==> src/rtl/ucode_seq_ctrl_pkg.sv <==
// ucode_seq_ctrl_pkg: shared types and constants for the ucode sequencer.
//   - seq_state_e   : sequencer FSM states (IDLE, RUN, FINISH)
//   - loop_frame_t  : one hardware-loop frame {start_addr, end_addr, remaining}
//   - im_addr_t / instruction_t : instruction memory address and word types
//   - LOOP_CNT_WIDTH_DEFAULT    : default loop iteration count width
package ucode_seq_ctrl_pkg;

  localparam int LOOP_CNT_WIDTH_DEFAULT = 8;
  localparam int IM_ADDR_WIDTH_DEFAULT  = 4;
  localparam int INSTR_WIDTH            = 16;

  typedef logic [IM_ADDR_WIDTH_DEFAULT-1:0] im_addr_t;
  typedef logic [INSTR_WIDTH-1:0]           instruction_t;

  typedef enum logic [1:0] {
    IDLE   = 2'd0,
    RUN    = 2'd1,
    FINISH = 2'd2
  } seq_state_e;

  // Frame layout at the default widths; the stack itself is parameterised
  // and stores the same three fields in separate arrays.
  typedef struct packed {
    im_addr_t                          start_addr;
    im_addr_t                          end_addr;
    logic [LOOP_CNT_WIDTH_DEFAULT-1:0] remaining;
  } loop_frame_t;

endpackage

==> src/rtl/ucode_seq_ctrl_loop_stack.sv <==
// ucode_seq_ctrl_loop_stack: LIFO of hardware-loop frames.
// Ports:
//   clk_i, rst_ni           clock, asynchronous active-low reset
//   clear_i                 empty the stack (highest priority)
//   push_i + push_*_i       push a frame {start, end, remaining}
//   pop_i                   drop the top frame
//   dec_i                   decrement the top frame's remaining count
//   top_*_o                 top frame fields (zero when empty)
//   empty_o, full_o         occupancy flags
module ucode_seq_ctrl_loop_stack #(
  parameter int IM_ADDR_WIDTH    = 4,
  parameter int LOOP_CNT_WIDTH   = 8,
  parameter int LOOP_STACK_DEPTH = 2
) (
  input  logic                      clk_i,
  input  logic                      rst_ni,
  input  logic                      clear_i,
  input  logic                      push_i,
  input  logic [IM_ADDR_WIDTH-1:0]  push_start_i,
  input  logic [IM_ADDR_WIDTH-1:0]  push_end_i,
  input  logic [LOOP_CNT_WIDTH-1:0] push_rem_i,
  input  logic                      pop_i,
  input  logic                      dec_i,
  output logic [IM_ADDR_WIDTH-1:0]  top_start_o,
  output logic [IM_ADDR_WIDTH-1:0]  top_end_o,
  output logic [LOOP_CNT_WIDTH-1:0] top_rem_o,
  output logic                      empty_o,
  output logic                      full_o
);

  localparam int CNT_W = $clog2(LOOP_STACK_DEPTH + 1);
  localparam int IDX_W = (LOOP_STACK_DEPTH > 1) ? $clog2(LOOP_STACK_DEPTH) : 1;

  logic [IM_ADDR_WIDTH-1:0]  start_q [LOOP_STACK_DEPTH];
  logic [IM_ADDR_WIDTH-1:0]  start_d [LOOP_STACK_DEPTH];
  logic [IM_ADDR_WIDTH-1:0]  end_q   [LOOP_STACK_DEPTH];
  logic [IM_ADDR_WIDTH-1:0]  end_d   [LOOP_STACK_DEPTH];
  logic [LOOP_CNT_WIDTH-1:0] rem_q   [LOOP_STACK_DEPTH];
  logic [LOOP_CNT_WIDTH-1:0] rem_d   [LOOP_STACK_DEPTH];
  logic [CNT_W-1:0]          cnt_q, cnt_d;
  logic [IDX_W-1:0]          top_idx, push_idx;

  assign empty_o  = (cnt_q == CNT_W'(0));
  assign full_o   = (cnt_q == CNT_W'(LOOP_STACK_DEPTH));
  assign top_idx  = IDX_W'(cnt_q - CNT_W'(1));
  assign push_idx = IDX_W'(cnt_q);

  // Top-of-stack read port; an empty stack presents zeros.
  always_comb begin
    if (empty_o) begin
      top_start_o = {IM_ADDR_WIDTH{1'b0}};
      top_end_o   = {IM_ADDR_WIDTH{1'b0}};
      top_rem_o   = {LOOP_CNT_WIDTH{1'b0}};
    end else begin
      top_start_o = start_q[top_idx];
      top_end_o   = end_q[top_idx];
      top_rem_o   = rem_q[top_idx];
    end
  end

  // Next-state for occupancy and frame storage: clear > push > pop > dec.
  always_comb begin
    cnt_d   = cnt_q;
    start_d = start_q;
    end_d   = end_q;
    rem_d   = rem_q;
    if (clear_i) begin
      cnt_d = CNT_W'(0);
    end else if (push_i && !full_o) begin
      start_d[push_idx] = push_start_i;
      end_d[push_idx]   = push_end_i;
      rem_d[push_idx]   = push_rem_i;
      cnt_d             = cnt_q + CNT_W'(1);
    end else if (pop_i && !empty_o) begin
      cnt_d = cnt_q - CNT_W'(1);
    end else if (dec_i && !empty_o) begin
      rem_d[top_idx] = rem_q[top_idx] - LOOP_CNT_WIDTH'(1);
    end else begin
      cnt_d = cnt_q;
    end
  end

  // Stack storage and occupancy registers.
  always_ff @(posedge clk_i or negedge rst_ni) begin
    if (!rst_ni) begin
      cnt_q <= CNT_W'(0);
      for (int i = 0; i < LOOP_STACK_DEPTH; i++) begin
        start_q[i] <= {IM_ADDR_WIDTH{1'b0}};
        end_q[i]   <= {IM_ADDR_WIDTH{1'b0}};
        rem_q[i]   <= {LOOP_CNT_WIDTH{1'b0}};
      end
    end else begin
      cnt_q   <= cnt_d;
      start_q <= start_d;
      end_q   <= end_d;
      rem_q   <= rem_d;
    end
  end

endmodule

==> src/rtl/ucode_seq_ctrl.sv <==
// ucode_seq_ctrl: ucode instruction sequencer with nested hardware loops.
// Owns the instruction memory's single address/write port: in IDLE it
// passes host configuration writes through, in RUN it drives the PC.
// Ports:
//   clk_i, rst_ni                 clock, asynchronous active-low reset
//   start_i                       begin execution at address 0 (IDLE only)
//   busy_o, done_o, error_o       status: RUN/FINISH, FINISH pulse, sticky loop error
//   cfg_valid_i/cfg_ready_o, cfg_addr_i, cfg_data_i   host write port
//   im_we_o, im_addr_o, im_wdata_o                    instruction memory port
//   dec_is_loop_i, dec_loop_iter_i, dec_loop_end_i, dec_is_end_i  decoder view of instr at im_addr_o
//   stall_i, instr_valid_o        issue handshake with the datapath
//   cycles_o                      RUN cycle counter (only with UCODE_SEQ_PERF_CNT_EN)
// Optional feature macro: UCODE_SEQ_PERF_CNT_EN.
module ucode_seq_ctrl
  import ucode_seq_ctrl_pkg::*;
#(
  parameter int IM_ADDR_WIDTH    = 4,
  parameter int LOOP_CNT_WIDTH   = LOOP_CNT_WIDTH_DEFAULT,
  parameter int LOOP_STACK_DEPTH = 2
) (
  input  logic                      clk_i,
  input  logic                      rst_ni,
  input  logic                      start_i,
  output logic                      busy_o,
  output logic                      done_o,
  output logic                      error_o,
  input  logic                      cfg_valid_i,
  output logic                      cfg_ready_o,
  input  logic [IM_ADDR_WIDTH-1:0]  cfg_addr_i,
  input  instruction_t              cfg_data_i,
  output logic                      im_we_o,
  output logic [IM_ADDR_WIDTH-1:0]  im_addr_o,
  output instruction_t              im_wdata_o,
  input  logic                      dec_is_loop_i,
  input  logic [LOOP_CNT_WIDTH-1:0] dec_loop_iter_i,
  input  logic [IM_ADDR_WIDTH-1:0]  dec_loop_end_i,
  input  logic                      dec_is_end_i,
  input  logic                      stall_i,
  output logic                      instr_valid_o
`ifdef UCODE_SEQ_PERF_CNT_EN
  ,
  output logic [31:0]               cycles_o
`endif
);

  seq_state_e                state_q, state_d;
  logic [IM_ADDR_WIDTH-1:0]  pc_q, pc_d;
  logic                      error_q, error_d;

  logic                      stk_clear, stk_push, stk_pop, stk_dec;
  logic [IM_ADDR_WIDTH-1:0]  top_start, top_end;
  logic [LOOP_CNT_WIDTH-1:0] top_rem;
  logic                      stk_empty, stk_full;

  logic [IM_ADDR_WIDTH-1:0]  pc_plus1, end_plus1;
  logic [LOOP_CNT_WIDTH-1:0] iter_minus1;
  logic                      at_loop_end;

  // Address arithmetic wraps modulo 2^IM_ADDR_WIDTH by construction.
  assign pc_plus1    = pc_q + IM_ADDR_WIDTH'(1);
  assign end_plus1   = dec_loop_end_i + IM_ADDR_WIDTH'(1);
  assign iter_minus1 = dec_loop_iter_i - LOOP_CNT_WIDTH'(1);
  assign at_loop_end = !stk_empty && (pc_q == top_end);

  assign busy_o        = (state_q != IDLE);
  assign done_o        = (state_q == FINISH);
  assign error_o       = error_q;
  assign cfg_ready_o   = (state_q == IDLE);
  assign instr_valid_o = (state_q == RUN) && !stall_i;
  assign im_we_o       = cfg_valid_i && cfg_ready_o;
  assign im_addr_o     = cfg_ready_o ? cfg_addr_i : pc_q;
  assign im_wdata_o    = cfg_data_i;

  ucode_seq_ctrl_loop_stack #(
    .IM_ADDR_WIDTH   (IM_ADDR_WIDTH),
    .LOOP_CNT_WIDTH  (LOOP_CNT_WIDTH),
    .LOOP_STACK_DEPTH(LOOP_STACK_DEPTH)
  ) u_loop_stack (
    .clk_i       (clk_i),
    .rst_ni      (rst_ni),
    .clear_i     (stk_clear),
    .push_i      (stk_push),
    .push_start_i(pc_plus1),
    .push_end_i  (dec_loop_end_i),
    .push_rem_i  (iter_minus1),
    .pop_i       (stk_pop),
    .dec_i       (stk_dec),
    .top_start_o (top_start),
    .top_end_o   (top_end),
    .top_rem_o   (top_rem),
    .empty_o     (stk_empty),
    .full_o      (stk_full)
  );

  // FSM next state, PC sequencing and loop-stack control.
  always_comb begin
    state_d   = state_q;
    pc_d      = pc_q;
    error_d   = error_q;
    stk_clear = 1'b0;
    stk_push  = 1'b0;
    stk_pop   = 1'b0;
    stk_dec   = 1'b0;
    case (state_q)
      IDLE: begin
        if (start_i) begin
          state_d   = RUN;
          pc_d      = {IM_ADDR_WIDTH{1'b0}};
          error_d   = 1'b0;
          stk_clear = 1'b1;
        end else begin
          state_d = IDLE;
        end
      end
      RUN: begin
        if (instr_valid_o) begin
          if (dec_is_end_i) begin
            state_d = FINISH;
          end else if (dec_is_loop_i) begin
            // A LOOP sitting on the top frame's end address is treated
            // purely as a LOOP; the end-of-body check is not applied.
            if (dec_loop_iter_i == {LOOP_CNT_WIDTH{1'b0}}) begin
              pc_d = end_plus1;
            end else if (stk_full) begin
              error_d = 1'b1;
              state_d = FINISH;
            end else if (!stk_empty && (dec_loop_end_i >= top_end)) begin
              // Inner body must close strictly before the enclosing one.
              error_d = 1'b1;
              state_d = FINISH;
            end else begin
              stk_push = 1'b1;
              pc_d     = pc_plus1;
            end
          end else if (at_loop_end) begin
            if (top_rem != {LOOP_CNT_WIDTH{1'b0}}) begin
              stk_dec = 1'b1;
              pc_d    = top_start;
            end else begin
              stk_pop = 1'b1;
              pc_d    = pc_plus1;
            end
          end else begin
            pc_d = pc_plus1;
          end
        end else begin
          pc_d = pc_q;
        end
      end
      FINISH: begin
        state_d = IDLE;
      end
      default: begin
        state_d = IDLE;
      end
    endcase
  end

  // Sequencer state registers.
  always_ff @(posedge clk_i or negedge rst_ni) begin
    if (!rst_ni) begin
      state_q <= IDLE;
      pc_q    <= {IM_ADDR_WIDTH{1'b0}};
      error_q <= 1'b0;
    end else begin
      state_q <= state_d;
      pc_q    <= pc_d;
      error_q <= error_d;
    end
  end

`ifdef UCODE_SEQ_PERF_CNT_EN
  logic [31:0] cycles_q, cycles_d;

  assign cycles_o = cycles_q;

  // RUN cycle counter: cleared on start, saturating, frozen outside RUN.
  always_comb begin
    cycles_d = cycles_q;
    if ((state_q == IDLE) && start_i) begin
      cycles_d = 32'd0;
    end else if ((state_q == RUN) && (cycles_q != 32'hFFFF_FFFF)) begin
      cycles_d = cycles_q + 32'd1;
    end else begin
      cycles_d = cycles_q;
    end
  end

  // Cycle counter register.
  always_ff @(posedge clk_i or negedge rst_ni) begin
    if (!rst_ni) begin
      cycles_q <= 32'd0;
    end else begin
      cycles_q <= cycles_d;
    end
  end
`endif

endmodule

==> config.mk <==
export PLATFORM = sky130hd
export DESIGN_NAME = ucode_seq_ctrl
export DESIGN_NICKNAME = d
export VERILOG_FILES = /design/src/rtl/ucode_seq_ctrl_pkg.sv /design/src/rtl/ucode_seq_ctrl_loop_stack.sv /design/src/rtl/ucode_seq_ctrl.sv
export SDC_FILE = /design/constraint.sdc
export NUM_CORES = 1
export LEC_CHECK = 0
export ABC_AREA = 1
export CELL_PAD_IN_SITES_DETAIL_PLACEMENT = 0
export CELL_PAD_IN_SITES_GLOBAL_PLACEMENT = 2
export CORE_ASPECT_RATIO = 2
export CORE_MARGIN = 5
export CORE_UTILIZATION = 30
export DETAILED_ROUTE_END_ITERATION = 16
export PLACE_DENSITY = 0.85
export SLEW_MARGIN = 25
export SYNTH_ARGS = -nofsm -noshare
export SYNTH_HDL_FRONTEND = slang
export SYNTH_SLANG_ARGS = --single-unit
==> constraint.sdc <==
create_clock -name clk_i -period 6 [get_ports clk_i]
set_input_delay 1.5 -clock clk_i [delete_from_list [all_inputs] [get_ports clk_i]]
set_output_delay 1.5 -clock clk_i [all_outputs]
set_load 0.03 [all_outputs]
Yosys cells after proc, flatten, opt, wreduce, memory -nomap -nowiden
Index checks and enable logic that the tools add are counted.
{ "classes": {"add_sub_neg": 6, "mul": 0, "div": 0, "n_lt_le_gt_ge": 5, "eq_ne": 16, "shift": 0, "muxes": 76, "bitwise_logic": 3, "reduce_logical": 25} }
{ "ops": {"columns": ["operator", "n"], "rows": [
  ["two-way mux 4 bit", 19],
  ["two-way mux 16 bit", 3],
  ["two-way mux 8 bit", 6],
  ["bitwise mux 16 bit", 2],
  ["two-way mux 1 bit", 29],
  ["two-way mux 2 bit", 9],
  ["bitwise mux 8 bit", 2],
  ["demux 8 bit (select 1 bit)", 2],
  ["subtractor 8 x 1 -> 8 bit (second input constant)", 2],
  ["!= test 2 bit (second input constant)", 5],
  ["logical AND 1 bit", 9],
  ["adder 4 x 1 -> 4 bit (second input constant)", 2],
  ["zero test 8 bit", 1],
  ["!= test 4 bit (second input constant)", 2],
  ["one-hot mux 4 bit (2 select lines)", 1],
  ["nonzero test 8 bit", 1],
  ["AND reduction 7 bit", 1],
  ["!= test 3 bit (second input constant)", 2],
  ["AND reduction 6 bit", 1],
  ["nonzero test 2 bit", 3],
  ["demux 4 bit (select 1 bit)", 1],
  ["equality test 2 bit (second input constant)", 2],
  ["equality test 4 bit", 1],
  [">= comparator 2 bit (second input constant)", 2],
  ["other kinds (18)", 23]
]} }
{ "totals": {"regBits": 41, "latch_bits": 0, "ramBits": 0, "romBits": 0, "wordCells": 141, "memories": 0} }

Longest topological paths before layout
Gate-level depths: netlist of run 1.
{ "depth": {"word_depth": 18, "mapped_depth": 24, "depth_no_buf": 20} }

Modules after synthesis
A second synthesis of run 1 with hierarchy kept.
{ "hier_totals": {"hier_cells": 491, "hier_area_um2": 3260.6} }
{ "modules_own_cells": {"columns": ["mod", "n_inst", "cells_per_inst", "area_each_um2", "seq_area_each_um2"], "rows": [
  ["ucode_seq_ctrl_loop_stack", 1, 272, 2019.4, 850.8],
  ["ucode_seq_ctrl", 1, 219, 1241.2, 175.2]
]} }

Worst setup path after synthesis of run 1
No wires, ideal clock.
{ "synth_path": {"path_kind": "in2out", "startpoint": "in cfg_valid_i", "endpoint": "out im_we_o", "arrival_ns": 1.937, "required_time_ns": 4.500, "path_slack_ns": 2.563, "path_stages": 2, "path_cell_list": "inv_1 nor2_1"} }
{ "synth_between": {"elab_chain_len": 1} }
{ "synth_lines": {"columns": ["element", "line_no", "source"], "rows": [
  ["start, declared", "ucode_seq_ctrl.sv:27", "input logic cfg_valid_i,"],
  ["logical AND 1 bit", "ucode_seq_ctrl.sv:70", "assign im_we_o = cfg_valid_i && cfg_ready_o;"],
  ["end, declared", "ucode_seq_ctrl.sv:31", "output logic im_we_o,"]
]} }
Every way passes these cells.

Worst setup path after layout of run 1
{ "layout_path": {"startpoint": "in cfg_addr_i[2]", "endpoint": "out im_addr_o[2]"} }
{ "layout_between": {"elab_chain_len": 1} }
{ "layout_lines": {"columns": ["element", "line_no", "source"], "rows": [
  ["start, declared", "ucode_seq_ctrl.sv:29", "input logic [IM_ADDR_WIDTH-1:0] cfg_addr_i,"],
  ["two-way mux 4 bit", "ucode_seq_ctrl.sv:71", "assign im_addr_o = cfg_ready_o ? cfg_addr_i : pc_q;"],
  ["end, declared", "ucode_seq_ctrl.sv:32", "output logic [IM_ADDR_WIDTH-1:0] im_addr_o,"]
]} }
Every way passes these cells.

==> load_flow_metrics.sql, run 1 <==
INSERT INTO impl_metrics (metric_group, metric, value, unit) VALUES
('worst_setup_path', 'worst_setup_ep_type', 'primary output', ''),
('placement', 'gp_congestion', '0.841', ''),
('logic_synthesis', 'syn_avg_cell_area', '6.39', 'um2'),
('min_path', 'hold_path.class', 'reg2reg', ''),
('logic_synthesis', 'synth.ff_latch_count', '41', ''),
('cts', 'cts_repair_resize_count', '0', ''),
('logic_synthesis', 'number_of_distinct_standard_cells_referenced_by_the_synthesized_netlist', '32', ''),
('logic_synthesis', 'synth_nets', '570', ''),
('floorplan', 'boundaryPins', '65', ''),
('sta', 'achievable-frequency', '232', 'MHz'),
('route', 'drt-pass1-iter-count', '5', ''),
('route', 'route.vias.total', '3196', ''),
('cells_and_area', 'final_cell_mix', 'nand2_1, inv_1, nand3_1, dfrtp_1, o21ai_0', ''),
('logic_synthesis', 'yosys-mux-area-fraction', '0', ''),
('logic_synthesis', 'synth_compound_gate_area_share', '0.0707', ''),
('power_and_ir_drop', 'vdd_ir_drop_max', '0.246', 'mV'),
('worst_setup_path', 'crit_path_top_delay_cell', 'clkdlybuf4s50_1', ''),
('cts', 'cts_htree_levels', '2', ''),
('logic_synthesis', 'synth_ff_type', 'dfrtp_1', ''),
('logic_synthesis', 'synth_top_family_by_area', 'simple AND/OR/NAND/NOR gates', ''),
('cts', 'cts_made_buffers', '5', ''),
('cts', 'clock_sinks', '41', ''),
('min_path', 'whs_path_depth', '2', ''),
('route', 'drt.antenna.violating_nets', '0', ''),
('cts', 'clock_tree.root_cell', 'clkbuf_16', ''),
('cts', 'cts.reportedPaths.clkPinSlew', '0.06', 'ns'),
('sta', 'post-route-min-period', '4.31', 'ns'),
('cells_and_area', 'fin_nets', '580', ''),
('route', 'wl', '9.97', 'mm'),
('worst_setup_path', 'path_class', 'in2out', ''),
('floorplan', 'floorplan.initialDensity', '0.306', ''),
('cells_and_area', 'insertedDiodeCount', '0', ''),
('sta', 'timing.final.crit_share', '0.719', ''),
('grt', 'global_route_wire_length_before_repair', '15.8', 'mm'),
('floorplan', 'dieWidth', '84.5', 'um'),
('grt', 'number_of_antenna_violations_at_the_first_check_in_global_routing', '0', ''),
('cts', 'postCtsHoldBufs', '0', ''),
('cts', 'tritoncts', 'done', ''),
('worst_setup_path', 'worst_r2r_endpoint', 'u_loop_stack.rem_q[9]', ''),
('power_and_ir_drop', 'total_power', '2.04', 'mW'),
('logic_synthesis', 'simple_gate_portion_of_the_synthesized_area', '0.413', ''),
('logic_synthesis', 'synthesis.yosys.warnings', '0', ''),
('sta', 'setup-violations-final', '0', ''),
('worst_setup_path', 'cp_max_fo', '1', ''),
('cells_and_area', 'final_design_area_no_fill', '3790', 'um2'),
('grt', 'residual_overflow_from_global_routing', '0', ''),
('logic_synthesis', 'yosys.area_share.adder', '0.0376', ''),
('min_path', 'worstHoldStart', 'u_loop_stack.rem_q[2]', ''),
('sta', 'setup_total_negative_slack', '0', 'ns'),
('route', 'first_iter_violations', '164', ''),
('sta', 'post-route-worst-setup-slack', '1.69', 'ns'),
('grt', 'track_usage', '0.151', ''),
('sta', 'tightestPinTransition', '0.729', 'ns'),
('worst_setup_path', 'crit_path_start_kind', 'input pin', ''),
('placement', 'worst_case_setup_slack_after_placement', '1.68', 'ns'),
('worst_setup_path', 'cp_common_cell', 'clkdlybuf4s50_1', ''),
('worst_setup_path', 'timing.critical_path.required', '4.50', 'ns'),
('floorplan', 'die-height', '159', 'um'),
('sta', 'slew_violations', '0', ''),
('route', 'wire_per_inst', '14.8', 'um'),
('worst_setup_path', 'timing.critical_path.arrival', '2.81', 'ns'),
('floorplan', 'design.core.area', '10900', 'um2'),
('floorplan', 'die_area', '13400', 'um2'),
('worst_setup_path', 'critical-path-max-stage-delay', '0.71', 'ns'),
('cts', 'buffer_count_from_post_cts_setup_fixing', '0', ''),
('logic_synthesis', 'syn-cell-area', '3330', 'um2'),
('sta', 'final.setup_skew', '0.00509', 'ns'),
('route', 'viasPerCell', '4.76', ''),
('status', 'run_status', 'complete, no violations', ''),
('sta', 'rsz0062_at_grt', 'false', ''),
('sta', 'timing.final.hold_violations', '0', '');
==> where the power goes <==
group          switching, mW  internal, mW
Clock                  0.111         0.208
Combinational          0.858         0.392
Sequential            0.0856         0.391
==> sequential cells by signal, indices dropped and copies added (netlist names) <==
signal,cells
error_o,1
pc_q,4
state_q,2
u_loop_stack.cnt_q,2
u_loop_stack.end_q,8
u_loop_stack.rem_q,16
u_loop_stack.start_q,8
==> how the worst max path moves through the flow <==
stage                  startpoint           end  slack, ns  cells past startpoint
floorplan             cfg_valid_i       im_we_o       2.56                      2
global placement    cfg_addr_i[1]  im_addr_o[1]       1.70                      4
detailed placement  cfg_addr_i[2]  im_addr_o[2]       1.68                      4
CTS                 cfg_addr_i[2]  im_addr_o[2]       1.67                      4
global route        cfg_addr_i[0]  im_addr_o[0]       1.63                      4
finish              cfg_addr_i[2]  im_addr_o[2]       1.69                      4
==> layout make-up <==
class / instances / area (um2)
inverters: 66 / 258
clock buffers: 7 / 143
clock inverters: 1 / 30.0
fillers: 1202 / 7090
flip-flops and latches: 41 / 1030
well taps: 140 / 175
repair buffers: 33 / 325
multi-input cells: 384 / 1830
==> synth_stat cells, types with 7 or more instances <==
cell type  number  area, um2
ha_1           10        125
nand3_1        52        260
nand2_2         7       43.8
nand2_1       207        777
nor2_1         27        101
buf_2           7       35.0
buf_4          16        120
a21oi_1         7       35.0
nand4_1         9       56.3
inv_1          62        233
o21ai_0        32        160
xor2_1          9       78.8
dfrtp_1        41       1030
==> worst max-delay path, delay by kind of cell <==
family,cells,cell delay [ns]
AOI/OAI and AO/OA,1,0.11
and+or+nand+nor,1,0.04
buffers and inverters,2,1.16
==> per-stage QoR <==
step                std cells   util  hold slack (ns)
finish                    672  0.348            0.469
global route              672  0.348            0.494
CTS                       672  0.348            0.473
detailed placement        664  0.332            0.459
global placement          664  0.332            0.454
floorplan                 521      -            0.442
==> layer usage <==
metal | vias up | routed length [um] | global-route usage
met1 | 1481 | 3480 | 0.145
met4 | 0 | 615 | 0.0980
met3 | 28 | 231 | 0.0155
met2 | 54 | 5640 | 0.292
li1 | 1633 | - | -
met5 | - | 0 | 0
==> cell families (layout without fill, tap and decap cells) <==
group | Yosys count | after routing
AND/OR/NAND/NOR | 318 | 318
buffers and inverters | 96 | 107
AO/OA/AOI/OAI | 45 | 45
flip-flops | 41 | 41
XOR/XNOR | 11 | 11
adder cells (fa/ha/maj) | 10 | 10
(Power assumes the default switching activity.)
==> run 2, diff against run 1 <==
--- a/config.mk
+++ b/config.mk
@@ -10,9 +10,9 @@
 export CELL_PAD_IN_SITES_GLOBAL_PLACEMENT = 2
 export CORE_ASPECT_RATIO = 2
 export CORE_MARGIN = 5
-export CORE_UTILIZATION = 30
+export CORE_UTILIZATION = 28
 export DETAILED_ROUTE_END_ITERATION = 16
-export PLACE_DENSITY = 0.85
+export PLACE_DENSITY = 0.8
 export SLEW_MARGIN = 25
 export SYNTH_ARGS = -nofsm -noshare
 export SYNTH_HDL_FRONTEND = slang
==> constraint.sdc (replaced) <==
create_clock -name clk_i -period 4.2 [get_ports clk_i]
set_input_delay 1.05 -clock clk_i [delete_from_list [all_inputs] [get_ports clk_i]]
set_output_delay 1.05 -clock clk_i [all_outputs]
set_load 0.03 [all_outputs]
==> load_flow_metrics.sql, run 2 (synthesis gave the netlist of run 1 again) <==
INSERT INTO impl_metrics (metric_group, metric, value, unit) VALUES
('cells_and_area', 'register_area', '1030', 'um2'),
('sta', 'slew_violations', '0', ''),
('worst_setup_path', 'timing.reg2reg.worst_path_depth', '18', ''),
('worst_setup_path', 'cp_max_fo', '29', ''),
('floorplan', 'boundaryPins', '65', ''),
('floorplan', 'die_area', '14300', 'um2'),
('cts', 'cts.reportedPaths.clkPinSlew', '0.06', 'ns'),
('grt', 'residual_overflow_from_global_routing', '0', ''),
('cells_and_area', 'multiInputGateArea', '1830', 'um2'),
('grt', 'global_route_wire_length_before_repair', '16.6', 'mm'),
('floorplan', 'dieWidth', '87.1', 'um'),
('min_path', 'whs_path_depth', '2', ''),
('cells_and_area', 'final_layout_fill_cell_count', '1310', ''),
('route', 'wire_per_inst', '15.4', 'um'),
('placement', 'place.detailed.hpwl', '8.48', 'mm'),
('grt', 'first_global_vias', '3272', ''),
('worst_setup_path', 'r2r_setup_slack', '0.64', 'ns'),
('cts', 'max_buffers_root_to_sink', '2', ''),
('cts', 'tritoncts', 'done', ''),
('floorplan', 'site_rows', '56', ''),
('cells_and_area', 'max_flop_register', 'u_loop_stack.rem_q', ''),
('cells_and_area', 'final_layout_size_suffix_gt1_frac', '0.0619', ''),
('route', 'wl', '10.5', 'mm'),
('sta', 'post-route-min-period', '3.56', 'ns'),
('min_path', 'worstHoldEndpoint', 'u_loop_stack.rem_q[1]', ''),
('worst_setup_path', 'worst_r2r_endpoint', 'u_loop_stack.rem_q[10]', ''),
('cts', 'postCtsHoldBufs', '0', ''),
('sta', 'tightestPinTransition', '0.764', 'ns'),
('worst_setup_path', 'timing.critical_path.required', '4.38', 'ns'),
('route', 'viasPerCell', '4.67', ''),
('placement', 'port_buffers', '32', ''),
('cells_and_area', 'layout.cells.most_common', 'nand2_1', ''),
('sta', 'rsz0062_at_grt', 'false', ''),
('cells_and_area', 'area_growth', '13.8', '%'),
('sta', 'final.setup_skew', '0.00629', 'ns'),
('route', 'first_iter_violations', '111', ''),
('cts', 'cts_made_buffers', '5', ''),
('route', 'route.detailed.drc', '0', ''),
('route', 'drt.antenna.violating_nets', '0', ''),
('sta', 'timing.final.hold_violations', '0', ''),
('cts', 'cts_htree_levels', '2', ''),
('sta', 'post-route-worst-setup-slack', '0.636', 'ns'),
('placement', 'gp_congestion', '0.862', ''),
('cts', 'clock_sinks', '41', ''),
('flow_run', 'number_of_maximum_capacitance_constraint_violations', '0', ''),
('sta', 'achievable-frequency', '281', 'MHz'),
('cts', 'clock_tree.root_cell', 'clkbuf_16', ''),
('cts', 'buffer_count_from_post_cts_setup_fixing', '0', ''),
('cells_and_area', 'insertedDiodeCount', '0', ''),
('grt', 'grt_start_max_net_pins', '42', ''),
('min_path', 'worstHoldStart', 'u_loop_stack.rem_q[1]', ''),
('grt', 'track_usage', '0.154', ''),
('cts', 'insertion_delay', '0.29', 'ns'),
('route', 'route.vias.total', '3167', ''),
('placement', 'worst_case_setup_slack_after_placement', '0.538', 'ns'),
('worst_setup_path', 'worst_setup_ep_type', 'register', ''),
('worst_setup_path', 'regToRegStartpoint', 'u_loop_stack.cnt_q[0]', ''),
('cells_and_area', 'fin_nets', '581', ''),
('floorplan', 'design.core.area', '11700', 'um2'),
('cells_and_area', 'top_regs', 'u_loop_stack.rem_q: 16 flops, u_loop_stack.end_q: 8 flops, u_loop_stack.start_q: 8 flops', ''),
('grt', 'number_of_antenna_violations_at_the_first_check_in_global_routing', '0', ''),
('worst_setup_path', 'timing.critical_path.arrival', '3.75', 'ns'),
('worst_setup_path', 'crit_path_start_kind', 'register', ''),
('sta', 'timing.final.crit_share', '0.848', ''),
('min_path', 'hold_path.class', 'reg2reg', ''),
('power_and_ir_drop', 'pwr_density_cell', '769', 'nW/um2'),
('sta', 'setup_total_negative_slack', '0', 'ns'),
('floorplan', 'die-height', '164', 'um'),
('status', 'run_status', 'complete, no violations', ''),
('power_and_ir_drop', 'total_power', '2.91', 'mW'),
('route', 'drt-pass1-iter-count', '4', ''),
('power_and_ir_drop', 'vdd_ir_drop_max', '0.255', 'mV'),
('sta', 'setup-violations-final', '0', ''),
('power_and_ir_drop', 'power.static_leakage', '2.02', 'nW'),
('floorplan', 'floorplan.initialDensity', '0.284', ''),
('worst_setup_path', 'path_class', 'reg2reg', ''),
('sta', 'slew_headroom', '0.488', ''),
('cells_and_area', 'number_of_flip_flops_in_the_largest_register', '16', ''),
('cells_and_area', 'final_cell_mix', 'nand2_1, inv_1, nand3_1, dfrtp_1, o21ai_0', ''),
('cts', 'cts_repair_resize_count', '0', '');
run 2: changes by cell type in the layout (fill, tap and decap cells not counted):
cell and change:
buf_4 +1, clkbuf_1 -1, clkbuf_8 +1, clkinv_2 +1, bufinv_16 -1
run 2: worst max-delay path, stage by stage, from the launching register on:
cell and delay (ns):
dfrtp_1 0.64, inv_8 0.17, ha_1 0.26, inv_1 0.30
nand3_2 0.18, ha_1 0.31, nand2_1 0.05, inv_1 0.07
nand3_1 0.07, nand3_1 0.14, nand2_1 0.13, nand2_2 0.27
inv_2 0.18, nand2_4 0.20, nand2_4 0.13, inv_4 0.13
nand2_4 0.09, nand2_1 0.07, nand2_1 0.05
run 2: layer usage:
metal	GRT usage	wire [um]	up-vias
li1	-	-	1635
met1	0.136	3490	1459
met2	0.312	6180	50
met3	0.0221	292	23
met4	0.0865	502	0
met5	0	0	-
run 2: power breakdown:
group	internal, mW	total, mW	switching, mW
clock network	0.252	0.420	0.167
logic	0.569	1.80	1.23
registers	0.557	0.696	0.138
total	1.38	2.91	1.54
run 2: how the worst max path moves through the flow:
stage / startpoint / to / cells past startpoint
floorplan: state_q[0] / im_we_o / 4
global placement: dec_loop_iter_i[0] / u_loop_stack.rem_q[8] / 14
detailed placement: dec_loop_iter_i[0] / u_loop_stack.rem_q[10] / 14
CTS: u_loop_stack.cnt_q[0] / u_loop_stack.rem_q[10] / 18
global route: u_loop_stack.cnt_q[0] / u_loop_stack.rem_q[15] / 18
finish: u_loop_stack.cnt_q[0] / u_loop_stack.rem_q[10] / 18
run 2: layout make-up:
cell class	count	area share
multi-input cells	384	0.484
flip-flops and latches	41	0.271
repair buffers	34	0.0879
inverters	66	0.0681
well taps	145	0.0479
clock buffers	7	0.0403
clock inverters	1	0.00132
run 2: stage by stage:
stage / util / hold slack, ns / area, um2 / instances
detailed placement: 0.310 / 0.459 / 3630 / 670
global placement: 0.310 / 0.457 / 3630 / 670
finish: 0.324 / 0.469 / 3790 / 678
global route: 0.324 / 0.501 / 3790 / 678
floorplan: - / 0.442 / 3330 / 521
CTS: 0.323 / 0.474 / 3780 / 678
